### src/rtl/tff_seq_pkg.sv
// Shared types and default widths for the T flip-flop toggle sequencer.
package tff_seq_pkg;

  localparam int CNT_W_DEF = 8;
  localparam int GAP_W_DEF = 4;

  typedef enum logic [2:0] {
    S_IDLE,
    S_PULSE,
    S_CHECK,
    S_GAP,
    S_DONE
  } state_t;

  // Latched command; count also serves as the remaining-pulse counter.
  typedef struct packed {
    logic [CNT_W_DEF-1:0] count;
    logic [GAP_W_DEF-1:0] gap;
  } cmd_t;

endpackage

### src/rtl/tff_toggle_seq_gap_timer.sv
// Loadable down-counter that times the idle gap between toggle pulses.
module tff_gap_timer #(
  parameter int W = 4
) (
  input  logic         clk,
  input  logic         rst,
  input  logic         load,
  input  logic [W-1:0] load_val,
  input  logic         dec,
  output logic [W-1:0] value,
  output logic         expire
);

  logic [W-1:0] value_reg;

  always_ff @(posedge clk) begin
    if (rst) begin
      value_reg <= '0;
    end else if (load) begin
      value_reg <= load_val;
    end else if (dec && value_reg != '0) begin
      value_reg <= value_reg - 1'b1;
    end
  end

  assign value  = value_reg;
  // Expires on the last idle cycle so the following cycle is the next pulse.
  assign expire = (value_reg == W'(1));

endmodule

### src/rtl/tff_toggle_seq.sv
// Command-driven toggle sequencer feeding a T flip-flop's t input.
// Define TFF_SEQ_CHECK_EN to verify each toggle against the fed-back q.
module tff_toggle_seq
  import tff_seq_pkg::*;
#(
  parameter int CNT_W = CNT_W_DEF,
  parameter int GAP_W = GAP_W_DEF
) (
  input  logic             clk,
  input  logic             rst,
  input  logic             cmd_valid,
  output logic             cmd_ready,
  input  logic [CNT_W-1:0] cmd_count,
  input  logic [GAP_W-1:0] cmd_gap,
  input  logic             cmd_abort,
  output logic             t,
  input  logic             q,
  output logic             busy,
  output logic             done,
  output logic             err,
  output logic             aborted,
  output logic [CNT_W-1:0] toggles_done
);

  state_t           state_reg, state_next;
  cmd_t             cmd_reg, cmd_next;
  logic [CNT_W-1:0] toggles_reg, toggles_next;
  logic             err_flag_reg, err_flag_next;
  logic             abort_flag_reg, abort_flag_next;
  logic             t_reg;
  logic             gap_load, gap_dec, gap_expire;
  logic [GAP_W-1:0] gap_value;
  logic             check_fail;

`ifdef TFF_SEQ_CHECK_EN
  logic expected_reg;

  always_ff @(posedge clk) begin
    if (rst) begin
      expected_reg <= 1'b0;
    end else if (state_reg == S_PULSE) begin
      expected_reg <= ~q;
    end
  end

  assign check_fail = (q != expected_reg);
`else
  logic unused_q;
  assign unused_q   = q;
  assign check_fail = 1'b0;
`endif

  tff_gap_timer #(.W(GAP_W)) u_gap_timer (
    .clk      (clk),
    .rst      (rst),
    .load     (gap_load),
    .load_val (cmd_reg.gap),
    .dec      (gap_dec),
    .value    (gap_value),
    .expire   (gap_expire)
  );

  assign cmd_ready = (state_reg == S_IDLE) && !rst;

  always_comb begin
    state_next      = state_reg;
    cmd_next        = cmd_reg;
    toggles_next    = toggles_reg;
    err_flag_next   = err_flag_reg;
    abort_flag_next = abort_flag_reg;
    gap_load        = 1'b0;
    gap_dec         = 1'b0;
    case (state_reg)
      S_IDLE: begin
        if (cmd_valid && cmd_ready) begin
          cmd_next.count  = cmd_count;
          cmd_next.gap    = cmd_gap;
          toggles_next    = '0;
          err_flag_next   = 1'b0;
          abort_flag_next = 1'b0;
          state_next      = (cmd_count == '0) ? S_DONE : S_PULSE;
        end
      end
      S_PULSE: begin
        if (cmd_abort) begin
          abort_flag_next = 1'b1;
          state_next      = S_DONE;
        end else begin
          state_next = S_CHECK;
        end
      end
      S_CHECK: begin
        // The check is recorded even when an abort arrives in this cycle.
        if (check_fail) err_flag_next = 1'b1;
        if (toggles_reg != '1) toggles_next = toggles_reg + 1'b1;
        if (cmd_reg.count != '0) cmd_next.count = cmd_reg.count - 1'b1;
        if (cmd_abort) begin
          abort_flag_next = 1'b1;
          state_next      = S_DONE;
        end else if (cmd_reg.count[CNT_W_DEF-1:1] == '0) begin
          state_next = S_DONE;
        end else if (cmd_reg.gap == '0) begin
          state_next = S_PULSE;
        end else begin
          gap_load   = 1'b1;
          state_next = S_GAP;
        end
      end
      S_GAP: begin
        gap_dec = 1'b1;
        if (cmd_abort) begin
          abort_flag_next = 1'b1;
          state_next      = S_DONE;
        end else if (gap_expire || gap_value == '0) begin
          state_next = S_PULSE;
        end
      end
      S_DONE: begin
        state_next = S_IDLE;
      end
      default: begin
        state_next = S_IDLE;
      end
    endcase
  end

  always_ff @(posedge clk) begin
    if (rst) begin
      state_reg      <= S_IDLE;
      cmd_reg        <= '0;
      toggles_reg    <= '0;
      err_flag_reg   <= 1'b0;
      abort_flag_reg <= 1'b0;
      t_reg          <= 1'b0;
    end else begin
      state_reg      <= state_next;
      cmd_reg        <= cmd_next;
      toggles_reg    <= toggles_next;
      err_flag_reg   <= err_flag_next;
      abort_flag_reg <= abort_flag_next;
      // Registered so t is high exactly while the state register reads PULSE.
      t_reg          <= (state_next == S_PULSE);
    end
  end

  assign t            = t_reg;
  assign busy         = (state_reg == S_PULSE) || (state_reg == S_CHECK) || (state_reg == S_GAP);
  assign done         = (state_reg == S_DONE);
  assign err          = done && err_flag_reg;
  assign aborted      = done && abort_flag_reg;
  assign toggles_done = toggles_reg;

endmodule
### config.mk
export PLATFORM = sky130hd
export DESIGN_NAME = tff_toggle_seq
export DESIGN_NICKNAME = d
export VERILOG_FILES = /design/src/rtl/tff_seq_pkg.sv /design/src/rtl/tff_toggle_seq_gap_timer.sv /design/src/rtl/tff_toggle_seq.sv
export SDC_FILE = /design/constraint.sdc
export NUM_CORES = 1
export LEC_CHECK = 0
export ABC_AREA = 0
export ABC_CLOCK_PERIOD_IN_PS = 4450
export CAP_MARGIN = 20
export CORE_UTILIZATION = 35
export DETAILED_ROUTE_END_ITERATION = 8
export HOLD_SLACK_MARGIN = 0.02
export PLACE_DENSITY = 0.6
export SLEW_MARGIN = 20
export SYNTH_ARGS = -nofsm -noshare
export SYNTH_HDL_FRONTEND = slang
export SYNTH_HIERARCHICAL = 1
export SYNTH_SLANG_ARGS = --single-unit
### constraint.sdc
create_clock -name clk -period 4.45 [get_ports clk]
set_input_delay 0.89 -clock clk [delete_from_list [all_inputs] [get_ports clk]]
set_output_delay 0.89 -clock clk [all_outputs]
set_load 0.005 [all_outputs]
==> key figures <==
Clock network
  – Post-CTS Hold Buffers: 0
  – Clock-pin slew reported for the worst setup and hold paths after clock tree synthesis: 0.06 ns
  – Resized Gates After CTS: 0
  – H-tree Lvls: 2
  – Clock tree from TritonCTS: done
  – CTS Buf Count: 5
  – Clock network latency to the later pin of the worst-skew pair: 0.28 ns
  – Post-CTS setup buffer count: 0
  – Number of buffers between clock root and the deepest sink: 2
  – Clk sink count: 29
  – Root buffer cell: sky130_fd_sc_hd__clkbuf_8

Drt
  – Top layer used by detailed routing: met4
  – Average detailed-routed wire length per instance: 14.15 µm
  – Final ANT Viol Nets: 0
  – Drc violations: 0
  – WL met1: 2.078 mm
  – Routed met2 length: 1.837 mm
  – Pre-Repair DR Iteration Count: 4
  – Vias per Instance: 5.601
  – Routed WL: 4.189 mm
  – DRC violation total after the first TritonRoute iteration: 171
  – Detail Route met3 WL: 210 µm
  – Via count: 1658

Worst setup path
  – Crit start category: primary input
  – Crit path arrival time: 2.35 ns
  – Maximum single-stage delay on the critical path: 0.53 ns
  – Cell type with the highest occurrence count on the critical path: sky130_fd_sc_hd__clkdlybuf4s50_1
  – Category of cells accounting for the largest share of critical-path delay: buffers and inverters
  – Cell-by-cell listing of the critical path: clkdlybuf4s50_1 -> or2_2 -> nor3_1 -> clkdlybuf4s50_1
  – Required arrival time at the worst endpoint: 3.56 ns
  – Setup Crit Path Kind: primary input to primary output
  – Flop-to-flop setup slack: 1.80 ns
  – Element type at the critical path end: primary output
  – Worst-path maximum fanout: 4
  – Worst path bufs/invs: 2
  – Critical-path top delay cell: sky130_fd_sc_hd__clkdlybuf4s50_1

Synthesis
  – Sequential element share of the synthesized area: 32.75%
  – Unique cell type count in the Yosys netlist: 58
  – Number of instances in the synthesized netlist: 203
  – Area leader, netlist: sky130_fd_sc_hd__dfxtp_1
  – Most instantiated library cell after synthesis: sky130_fd_sc_hd__dfxtp_1
  – Async SR Flop Fraction: 0%
  – Post-Syn Area per Cell: 8.734 µm²
  – Net Count, Synth: 224
  – Cell types with the highest counts after synthesis: 29 x sky130_fd_sc_hd__dfxtp_1, 17 x sky130_fd_sc_hd__nor2_1, 11 x sky130_fd_sc_hd__nand2_1, 9 x sky130_fd_sc_hd__a21oi_1, 9 x sky130_fd_sc_hd__inv_1
  – Most frequently used flop master after synthesis: sky130_fd_sc_hd__dfxtp_1
  – Netlist Area Pre-Place: 1773 µm²
  – Area fraction of the dominant cell type after synthesis: 32.75%
  – Flip-flop and latch count after synthesis: 29
  – Number of flops mapped to enable cells by yosys: 0
  – Synth warn: 6
  – Synth area leaders: sky130_fd_sc_hd__dfxtp_1 33%, sky130_fd_sc_hd__mux2i_1 4.0%, sky130_fd_sc_hd__nor2_1 3.6%

Run status
  – Outcome: finished, final reports clean

Place
  – Placed Cells incl. Taps: 288
  – Post-detail-place hpwl: 3.007 mm
  – Routability cong.: 0.7699
  – Number of buffers inserted by port buffering: 28

Final layout
  – Fin cells: 296
  – Antenna cell count: 0
  – Flip-flop count of the largest register, all copies and words added: 12
  – Nets: 249
  – Synthesis-to-finish area growth: 21.81%
  – Share of layout cells above drive strength 1: 9.607%

Floorplanning
  – Starting density of the core: 37.05%
  – Die X-Extent: 73.17 µm
  – Number of primary I/O pins: 31
  – Area of the core: 4786 µm²
  – Die Span Y: 73.17 µm
  – Die outline area: 5354 µm²
  – Cell row count: 25

Pwr
  – Power Dens Cells: 268.8 nW/µm²
  – Maximum vdd drop: 0.1650 mV
  – Reported leakage power: 0.0007077 µW

STA
  – Final min period: 3.243 ns
  – RSZ-0062 raised after global routing: false
  – Total count of max-transition violations in the final report: 0
  – Final count of hold timing violations: 0
  – Final Cycle Share: 72.87%
  – Slew at the pin with the worst max-slew slack: 0.7341 ns
  – Highest attainable clock frequency: 308.4 MHz
  – Aggregate negative setup slack: 0 ns
  – Setup violation total in the final timing report: 0
  – Final setup skew: 0.009479 ns
  – Max_slew headroom: 50.88%

Min path
  – Class of the worst hold path: flop to flop

GRT
  – Number of global-route vias before repair: 1501
  – GRT Total Usage: 16.72%
  – Global-route wire length before repair: 6.817 mm
  – Pin count of the biggest net entering global routing: 29
  – Overall overflow remaining after global route: 0
  – Number of antenna violations at the first check in global routing: 0

Flow run
  – Max cap viols: 0
==> where the power goes <==
part / switching, µW / total, µW / internal [µW]
sequential: 9.55 / 277 / 268
combinational: 47.0 / 89.5 / 42.5
clock: 106 / 214 / 108
total: 162 / 581 / 418
==> placed cells by master, fill, tap and decap left out, types with 5 or more instances in the layout <==
| cell | netlist | routed |
|---|---|---|
| sky130_fd_sc_hd__nor3b_1 | 6 | 6 |
| sky130_fd_sc_hd__o311ai_0 | 5 | 5 |
| sky130_fd_sc_hd__inv_1 | 9 | 9 |
| sky130_fd_sc_hd__nand2_1 | 11 | 11 |
| sky130_fd_sc_hd__clkdlybuf4s50_1 | 0 | 28 |
| sky130_fd_sc_hd__nand2b_1 | 6 | 6 |
| sky130_fd_sc_hd__nor2_1 | 17 | 17 |
| sky130_fd_sc_hd__mux2i_1 | 7 | 7 |
| sky130_fd_sc_hd__clkbuf_8 | 0 | 5 |
| sky130_fd_sc_hd__o21ai_0 | 5 | 5 |
| sky130_fd_sc_hd__nor3_1 | 8 | 8 |
| sky130_fd_sc_hd__a21oi_1 | 9 | 9 |
| sky130_fd_sc_hd__o31ai_1 | 8 | 8 |
| sky130_fd_sc_hd__nand3_1 | 5 | 5 |
| sky130_fd_sc_hd__dfxtp_1 | 29 | 29 |
==> through the flow <==
stage / power, µW / hold slack (ns) / util (%) / setup slack (ns) / instance area [µm²]
final: 580.5 / 0.4721 / 45.12 / 1.207 / 2160
after global routing: 604.9 / 0.5005 / 45.12 / 1.161 / 2160
after CTS: 585.7 / 0.4748 / 45.12 / 1.178 / 2160
after detailed placement: 372.0 / 0.4674 / 43.40 / 1.177 / 2077
after global placement: 372.2 / 0.4660 / 43.40 / 1.190 / 2077
after floorplan: 337.0 / 0.4448 / - / 1.991 / 1773
==> layout make-up <==
cell class / count / area [µm²]
clock buffer: 6 / 72.57
clock inverter: 2 / 10.01
fill: 469 / 2626
inverter: 9 / 33.78
multi-input combinational: 154 / 1091
sequential: 29 / 580.6
tap: 67 / 83.83
timing repair buffer: 29 / 287.8
==> layer usage <==
layer	vias to the layer above	global-route usage (%)
met5	-	0
met2	43	25.93
met1	779	22.29
met3	7	4.006
li1	829	-
met4	0	6.536
==> tightest hold or removal path, stage by stage (launching register included) <==
cell and delay (ns):
sky130_fd_sc_hd__dfxtp_1 0.30, sky130_fd_sc_hd__nand2b_1 0.06, sky130_fd_sc_hd__a21oi_1 0.06
==> logic make-up after synthesis <==
family	synth area share, %
other cells	0.2115
buf+inv	5.715
flops	32.75
mux	3.952
simple gates	29.50
fa+ha+maj	2.823
compound gates	25.05
==> path summary, 6_finish.rpt <==
check,startpoint,endpoint,depth (start not counted)
hold reg to reg,abort_flag_reg,abort_flag_reg,2
setup reg to reg,state_reg[1],u_gap_timer/value[0],6
setup / recovery,rst,cmd_ready,4
hold / removal,abort_flag_reg,abort_flag_reg,2
No activity file was read; power rests on OpenSTA's default activity.
